$ cat src/rtl/key_entry_ctrl_pkg.sv
// Purpose: shared keypad definitions (key codes, FSM encodings, key classifier).
// Latency: n/a (types, constants and a pure function only).
// Backpressure: n/a.
package key_entry_ctrl_pkg;

  // Special key codes from the keypad scanner
  localparam logic [3:0] KEY_BKSP = 4'd10;
  localparam logic [3:0] KEY_CLR  = 4'd11;
  localparam logic [3:0] KEY_ENT  = 4'd15;

  // Entry FSM encodings
  localparam logic [1:0] ST_IDLE  = 2'd0;
  localparam logic [1:0] ST_ENTRY = 2'd1;
  localparam logic [1:0] ST_OUT   = 2'd2;

  typedef enum logic [2:0] {
    KC_DIGIT,
    KC_BKSP,
    KC_CLR,
    KC_ENT,
    KC_NONE
  } key_class_e;

  // Committed entry: BCD nibbles (newest in [3:0]) plus digit count
  typedef struct packed {
    logic [15:0] dat;
    logic [2:0]  cnt;
  } entry_t;

  function automatic key_class_e classify(input logic [3:0] code);
    key_class_e kc;
    if (code <= 4'd9)           kc = KC_DIGIT;
    else if (code == KEY_BKSP)  kc = KC_BKSP;
    else if (code == KEY_CLR)   kc = KC_CLR;
    else if (code == KEY_ENT)   kc = KC_ENT;
    else                        kc = KC_NONE;
    return kc;
  endfunction

endpackage

$ cat src/rtl/key_entry_ctrl_edge.sv
// Purpose: 2-flop synchroniser plus rising-edge detect for the scanner key flag.
// Latency: key_evt is high in the cycle after the 2nd sync flop captures the flag.
// Backpressure: none; one single-cycle event per rising edge.
// Ports: clk, rst (sync, active-high), key_flag (async in), key_evt (1-cycle event).
module key_edge_sync (
  input  logic clk,
  input  logic rst,
  input  logic key_flag,
  output logic key_evt
);

  logic sync1, sync2, sync3;
  logic prime1, prime2;
  logic armed;

  // prime1/prime2 mark that sync2 holds a genuine post-reset sample. The
  // detector only arms once that sample is low, so a flag already held high
  // across reset release cannot masquerade as a fresh press.
  always_ff @(posedge clk) begin
    if (rst) begin
      sync1  <= 1'b0;
      sync2  <= 1'b0;
      sync3  <= 1'b0;
      prime1 <= 1'b0;
      prime2 <= 1'b0;
      armed  <= 1'b0;
    end else begin
      sync1  <= key_flag;
      sync2  <= sync1;
      sync3  <= sync2;
      prime1 <= 1'b1;
      prime2 <= prime1;
      armed  <= armed | (prime2 & ~sync2);
    end
  end

  assign key_evt = armed & sync2 & ~sync3;

endmodule

$ cat src/rtl/key_entry_ctrl.sv
// Purpose: keypad digit-entry controller: buffers up to 4 BCD digits, commits on enter.
// Latency: outputs reflect a key on the 3rd clk edge that samples key_flag high.
// Backpressure: committed value held with value_valid until value_ready; keys meanwhile are dropped with err.
// Ports: clk, rst; key_flag/key_data from scanner; digits/digit_cnt live buffer;
//        value/value_cnt/value_valid/value_ready commit handshake; err, timeout pulses.
module key_entry_ctrl
  import key_entry_ctrl_pkg::*;
#(
  parameter int MAX_DIGITS  = 4,
  parameter int TIMEOUT_CYC = 250_000_000
) (
  input  logic        clk,
  input  logic        rst,
  input  logic        key_flag,
  input  logic [3:0]  key_data,
  output logic [15:0] digits,
  output logic [2:0]  digit_cnt,
  output logic        value_valid,
  output logic [15:0] value,
  output logic [2:0]  value_cnt,
  input  logic        value_ready,
  output logic        err,
  output logic        timeout
);

  localparam int TMR_W = $clog2(TIMEOUT_CYC + 1);
  localparam logic [TMR_W-1:0] TMR_LAST = TMR_W'(TIMEOUT_CYC - 1);

  logic             key_evt;
  key_class_e       kc;
  logic [1:0]       state, state_n;
  logic [15:0]      digits_n;
  logic [2:0]       cnt_n;
  entry_t           cmt, cmt_n;
  logic             vld_n, err_n, to_n;
  logic [TMR_W-1:0] timer, timer_n;

  key_edge_sync u_edge (
    .clk      (clk),
    .rst      (rst),
    .key_flag (key_flag),
    .key_evt  (key_evt)
  );

  assign kc = classify(key_data);

  always_comb begin
    state_n  = state;
    digits_n = digits;
    cnt_n    = digit_cnt;
    cmt_n    = cmt;
    vld_n    = value_valid;
    err_n    = 1'b0;
    to_n     = 1'b0;
    timer_n  = '0;

    case (state)
      ST_IDLE, ST_ENTRY: begin
        if (key_evt) begin
          // Every event, accepted or rejected, restarts the inactivity timer.
          unique case (kc)
            KC_DIGIT: begin
              if (digit_cnt < 3'(MAX_DIGITS)) begin
                digits_n = {digits[11:0], key_data};
                cnt_n    = digit_cnt + 3'd1;
                state_n  = ST_ENTRY;
              end else begin
                err_n = 1'b1;
              end
            end
            KC_BKSP: begin
              if (state == ST_IDLE) begin
                err_n = 1'b1;
              end else begin
                digits_n = {4'h0, digits[15:4]};
                cnt_n    = digit_cnt - 3'd1;
                if (digit_cnt == 3'd1) state_n = ST_IDLE;
              end
            end
            KC_CLR: begin
              digits_n = '0;
              cnt_n    = '0;
              state_n  = ST_IDLE;
            end
            KC_ENT: begin
              if (state == ST_IDLE) begin
                err_n = 1'b1;
              end else begin
                cmt_n.dat = digits;
                cmt_n.cnt = digit_cnt;
                vld_n     = 1'b1;
                digits_n  = '0;
                cnt_n     = '0;
                state_n   = ST_OUT;
              end
            end
            default: ;
          endcase
        end else if (state == ST_ENTRY) begin
          // A key in the expiry cycle wins (handled above), so this is a pure timeout.
          if (timer == TMR_LAST) begin
            digits_n = '0;
            cnt_n    = '0;
            state_n  = ST_IDLE;
            to_n     = 1'b1;
          end else begin
            timer_n = timer + TMR_W'(1);
          end
        end
      end
      ST_OUT: begin
        if (value_ready) begin
          vld_n   = 1'b0;
          state_n = ST_IDLE;
        end
        // Keys are never buffered while a commit is pending, even on the handoff cycle.
        if (key_evt) err_n = 1'b1;
      end
      default: begin
        digits_n = '0;
        cnt_n    = '0;
        vld_n    = 1'b0;
        state_n  = ST_IDLE;
      end
    endcase
  end

  always_ff @(posedge clk) begin
    if (rst) begin
      state       <= ST_IDLE;
      digits      <= '0;
      digit_cnt   <= '0;
      cmt         <= '0;
      value_valid <= 1'b0;
      err         <= 1'b0;
      timeout     <= 1'b0;
      timer       <= '0;
    end else begin
      state       <= state_n;
      digits      <= digits_n;
      digit_cnt   <= cnt_n;
      cmt         <= cmt_n;
      value_valid <= vld_n;
      err         <= err_n;
      timeout     <= to_n;
      timer       <= timer_n;
    end
  end

  assign value     = cmt.dat;
  assign value_cnt = cmt.cnt;

endmodule

$ cat config.mk
export PLATFORM = sky130hd
export DESIGN_NAME = key_entry_ctrl
export DESIGN_NICKNAME = d
export VERILOG_FILES = /design/src/rtl/key_entry_ctrl_pkg.sv /design/src/rtl/key_entry_ctrl_edge.sv /design/src/rtl/key_entry_ctrl.sv
export SDC_FILE = /design/constraint.sdc
export NUM_CORES = 1
export LEC_CHECK = 0
export CELL_PAD_IN_SITES_DETAIL_PLACEMENT = 1
export CELL_PAD_IN_SITES_GLOBAL_PLACEMENT = 1
export CORE_MARGIN = 2
export CORE_UTILIZATION = 37
export DETAILED_ROUTE_END_ITERATION = 10
export PLACE_DENSITY = 0.79
export SLEW_MARGIN = 15
export SYNTH_ARGS = -nofsm -noshare
export SYNTH_HDL_FRONTEND = slang
export SYNTH_SLANG_ARGS = --single-unit
$ cat constraint.sdc
create_clock -name clk -period 2.3 [get_ports clk]
set_clock_uncertainty 0.1 [all_clocks]
set_input_delay 0.46 -clock clk [delete_from_list [all_inputs] [get_ports clk]]
set_output_delay 0.46 -clock clk [all_outputs]
set_load 0.01 [all_outputs]
Yosys cells after proc, flatten, opt, wreduce, memory -nomap -nowiden:

Cells that the tools add are included.

* bits in registers: 77
* output and inout port bits: 41
* word-level logic and storage cells: 104

* add/sub/neg operators: 3
* magnitude comparators: 2
* eq/ne operators: 21
* multiplexer cells: 43
* bitwise logic cells: 10
* reductions and logical operators: 10

Operator list (number)
* 16-bit two-way mux: 6
* 16-bit one-hot mux with 4 select lines: 1
* 16-bit one-hot mux with 2 select lines: 1
* 3-bit two-way mux: 10
* 28-bit by 1-bit adder with 28-bit output, second input constant: 1
* 28-bit == test, second input constant: 1
* 2-bit two-way mux: 8
* 4-bit != test, second input constant: 4
* 4-bit == test, second input constant: 3
* 3-bit one-hot mux with 4 select lines: 1
* 1-bit two-way mux: 10
* 2-bit one-hot mux with 4 select lines: 1
* 4-bit AND reduction: 2
* 8-bit AND reduction: 1
* 7-bit AND reduction: 1
* 3-bit by 1-bit == test with 1-bit output, second input constant: 2
* 3-bit by 2-bit == test with 1-bit output, second input constant: 2
* 2-bit != test, second input constant: 3
* 3-bit != test, second input constant: 2
* 6-bit by 2-bit != test with 1-bit output, second input constant: 1
* 1-bit inverter: 6
* 1-bit one-hot mux with 2 select lines: 3
* 3-bit one-hot mux with 2 select lines: 1
* 5-bit OR reduction: 1
* 14 further kinds: 17

Logic depth before layout (Yosys ltp):

* depth after elaboration: 10
* mapped depth: 8
* gate-level depth less buffers: 6

Hierarchy:

From an unflattened synthesis, not the netlist that was laid out.

* cell total of the unflattened synthesis: 372
* area total of the unflattened synthesis: 3372.0 um2

Modules (own cells, without submodules)
* key_entry_ctrl: instances 1, cells each 357, area an instance 3191.8 um2, sequential area each 1421.4 um2
* key_edge_sync: instances 1, cells each 15, area an instance 180.2 um2, sequential area each 120.1 um2

Least setup slack after synthesis:

No wires, ideal clock.

* path type: reg2reg
* start: reg timer[0]
* end: reg digit_cnt[1]
* library setup time: 0.121 ns
* data arrival time: 2.221 ns
* data required time: 2.079 ns
* slack: -0.143 ns
* stages on the path, launching flop included: 9
* path buffers: 2
* cell sequence: dfxtp_1 ha_1 nand3_2 or2_1 or4_4 a31o_1 buf_6 buf_12 mux2_4

* cells in the longest elaborated chain, start to end: 3

RTL lines
* start, declared: RTL line key_entry_ctrl.sv:36 `logic [TMR_W-1:0] timer, timer_n;`
* start signal, assigned: RTL line key_entry_ctrl.sv:146 `timer <= timer_n;`
* 28-bit == test: RTL line key_entry_ctrl.sv:101 `if (timer == TMR_LAST) begin`
* 3-bit != test (no source line)
* 7-bit AND reduction (no source line)
* end signal, assigned: RTL line key_entry_ctrl.sv:141 `digit_cnt <= cnt_n;`
* end, declared: RTL line key_entry_ctrl.sv:17 `output logic [2:0] digit_cnt,`

No other way between the ends.
A chain may end at the register's enable or synchronous reset.

Worst setup path in the final report:

* start: reg timer[1]
* end: reg digits[10]

* cells in the longest elaborated chain, start to end: 3

RTL lines
* 28-bit == test: RTL line key_entry_ctrl.sv:101
* 3-bit != test (no source line)
* 7-bit AND reduction (no source line)
* end signal, assigned: RTL line key_entry_ctrl.sv:140 `digits <= digits_n;`
* end, declared: RTL line key_entry_ctrl.sv:16 `output logic [15:0] digits,`

No other way between the ends.

==> qor.csv <==
metric,value,unit
status,finished clean,
hpwlAfterDp,6.57,mm
ys_seq_elements,77,
cp_data_required_time,2.45,ns
min_delay_path_depth,1,
fin_ws,0.0513,ns
hold_path.startpoint,timer[0],
synth-simple-area-share,0.264,
synth_nets,401,
post_dp_cell_area,0.00423,sq mm
h-tree-depth,3,
drtPass1Iterations,4,
yosysTopAreaCell,dfxtp_1,
ios,49,
setup_violations,0,
initial_core_util,0.384,
slew_headroom,0.700,
finalCritPeriodShare,0.978,
ff_latch_area,0.00155,sq mm
wirelength,9.34,mm
seq_area_frac_synth,0.456,
hold_end,timer[0],
antenna_found_initial,0,
synth-xor-area-share,0.0622,
core_area,0.00881,sq mm
timing.rr.start,timer[1],
port-buffer-count,48,
synthFlopType,dfxtp_1,
clock-root-buffer,clkbuf_8,
post_cts_resized,0,
cp_max_fo,9,
antennaDiodeCount,0,
yosysTopAreaCellShare,0.456,
period_minus_slack,2.25,ns
synthArstFlopShare,0,
syn-cell-area,0.00338,sq mm
insertion_delay,0.35,ns
drive_gt1_frac,0.174,
dieArea,0.00991,sq mm
vias,3040,
clock_sinks,77,
ir_drop,0.299,mV
via_per_inst,5.24,
antenna_left,0,
cts_tree,built,
clkTransAtPathRegs,0.09,ns
post_cts_buffers,0,
hold_viol,0,
synth_top_family_by_area,simple AND/OR/NAND/NOR gates,
wire_per_inst,16.1,um
drtIter0Drc,108,
synth-edff-count,0,
grt_max_degree,42,
cp.arrival,2.40,ns
numCtsBuffers,9,
grt_overflow_total,0,
clockBufferDepth,2,
yosysUniqueCellTypes,45,
grt_pass1_vias,3157,
syn_area_per_cell,8.68,sq um
multi_input_area,0.00175,sq mm
synthToLayoutAreaGrowth,33.7,%
cap_viol_max_count,0,
die_w,99.6,um
muxShareOfSynthArea,0.0685,
ctsHoldBuffers,0,
nFillCells,1050,
gp_congestion,0.949,
fp-row-count,34,
reg2regPathDepth,7,
leakage,1.61,nW
ys_top_cells_by_area,"dfxtp_1 (46%), nand2_1 (6.3%), nor2_1 (5.4%)",
die_h,99.6,um
fmaxAchievable,0.445,GHz
slew_violations,0,
route.detailed.drc,0,
dp_slack,-0.171,ns
grt_use_total,0.198,
endpoint_kind,flip-flop,
reg2reg_to,digits[10],
synth_cells,389,
worst_pin_slew,0.450,ns
min_path_type,reg -> reg,
post-route-cell-area,0.00452,sq mm
crit_type,reg -> reg,
reg2reg_slack,0.05,ns
ys_warn_count,0,
synth_compound_gate_area_share,0.0937,
crit_path_start_kind,flip-flop,
power_density,595,mW/mm^2
grt_pass1_wl,15.5,mm
synthAdderAreaFrac,0.0148,
rsz0062_at_grt,false,
nNetsFinal,480,
-- placed cells by master, fill, tap and decap left out, drive strengths merged, types with 13 or more instances in the layout --
master,Yosys,layout
clkdlybuf4s50,0,48
buf,4,38
a21oi,26,26
nor2,49,49
nand3,14,14
dfxtp,77,77
mux2,13,13
nor2b,17,17
nand2,57,57
xor2,17,17
-- through the flow --
stage                     utilization  hold WS (ns)  instances  power [mW]  TNS, ns
after floorplan                     -         0.314        389        1.41        0
after global placement          0.480         0.330        565        1.45    -1.88
after detailed placement        0.480         0.332        565        1.45    -2.64
after CTS                       0.508         0.359        580        2.73        0
after global routing            0.513         0.367        580        2.80        0
final                           0.513         0.351        580        2.69        0
-- power breakdown --
group | total, mW | switching [mW] | leakage, nW | internal, mW
Combinational | 0.0833 | 0.0471 | 0.858 | 0.0362
Clock | 1.27 | 0.494 | 0.125 | 0.773
Sequential | 1.34 | 0.00280 | 0.623 | 1.34
-- critical path: stages (launching register included) --
cell	delay, ns
dfxtp_2	0.37
ha_4	0.16
nand3_2	0.11
or2_4	0.26
or4_4	0.46
a31o_4	0.26
buf_12	0.14
mux2_4	0.29
-- layer usage --
layer	vias up	routed length, um	global-route usage
li1	1478	-	-
met1	1497	4210	0.248
met2	48	4700	0.325
met3	17	291	0.0513
met4	0	140	0.0759
met5	-	0	0
-- registers in the layout, indices dropped and copies added (netlist names) --
| register | count |
|---|---|
| state | 2 |
| digits | 16 |
| u_edge.sync2 | 1 |
| value | 16 |
| u_edge.sync1 | 1 |
| timeout | 1 |
| timer | 28 |
| value_valid | 1 |
| u_edge.prime2 | 1 |
| err | 1 |
| value_cnt | 3 |
| u_edge.sync3 | 1 |
| digit_cnt | 3 |
| u_edge.prime1 | 1 |
| u_edge.armed | 1 |
-- synth_stat cells, drive strengths merged (2+ instances only) --
| cell type | instances |
|---|---|
| or3 | 3 |
| xor2 | 17 |
| nor2 | 49 |
| buf | 4 |
| nor3 | 6 |
| dfxtp | 77 |
| nor4bb | 2 |
| mux2i | 7 |
| o21ai | 8 |
| a21oi | 26 |
| ha | 4 |
| nand4 | 11 |
| a22oi | 11 |
| nor2b | 17 |
| mux2 | 13 |
| and3 | 9 |
| clkbuf | 14 |
| xnor2 | 7 |
| nand2 | 57 |
| inv | 10 |
| nand3 | 14 |
| nand2b | 2 |
| a31o | 2 |
| a31oi | 2 |
| nor4 | 4 |
-- cell type report --
cell class | count | area share
inverter | 11 | 0.00914
tap | 108 | 0.0299
clock buffer | 11 | 0.0335
multi-input combinational | 283 | 0.388
clock inverter | 4 | 0.0210
sequential | 77 | 0.343
timing repair buffer | 86 | 0.176
-- worst max-delay path by stage --
stage,slack (ns),from,endpoint,cells past startpoint
final,0.05,timer[1],digits[10],7
after global routing,0.001,timer[1],digit_cnt[2],8
after CTS,0.006,timer[20],digits[3],6
after detailed placement,-0.17,key_data[2],digits[3],7
after global placement,-0.12,key_data[1],digits[1],7
after floorplan,0.10,timer[19],digit_cnt[1],7
-- kinds of logic (layout without fill, tap and decap cells) --
logic type / count (synthesis) / after routing
xor+xnor: 24 / 24
flops: 77 / 77
buf+inv: 29 / 112
mux: 20 / 20
fa+ha+maj: 4 / 4
simple gates: 182 / 182
compound gates: 53 / 53
Power figures use the tool's default switching activity.
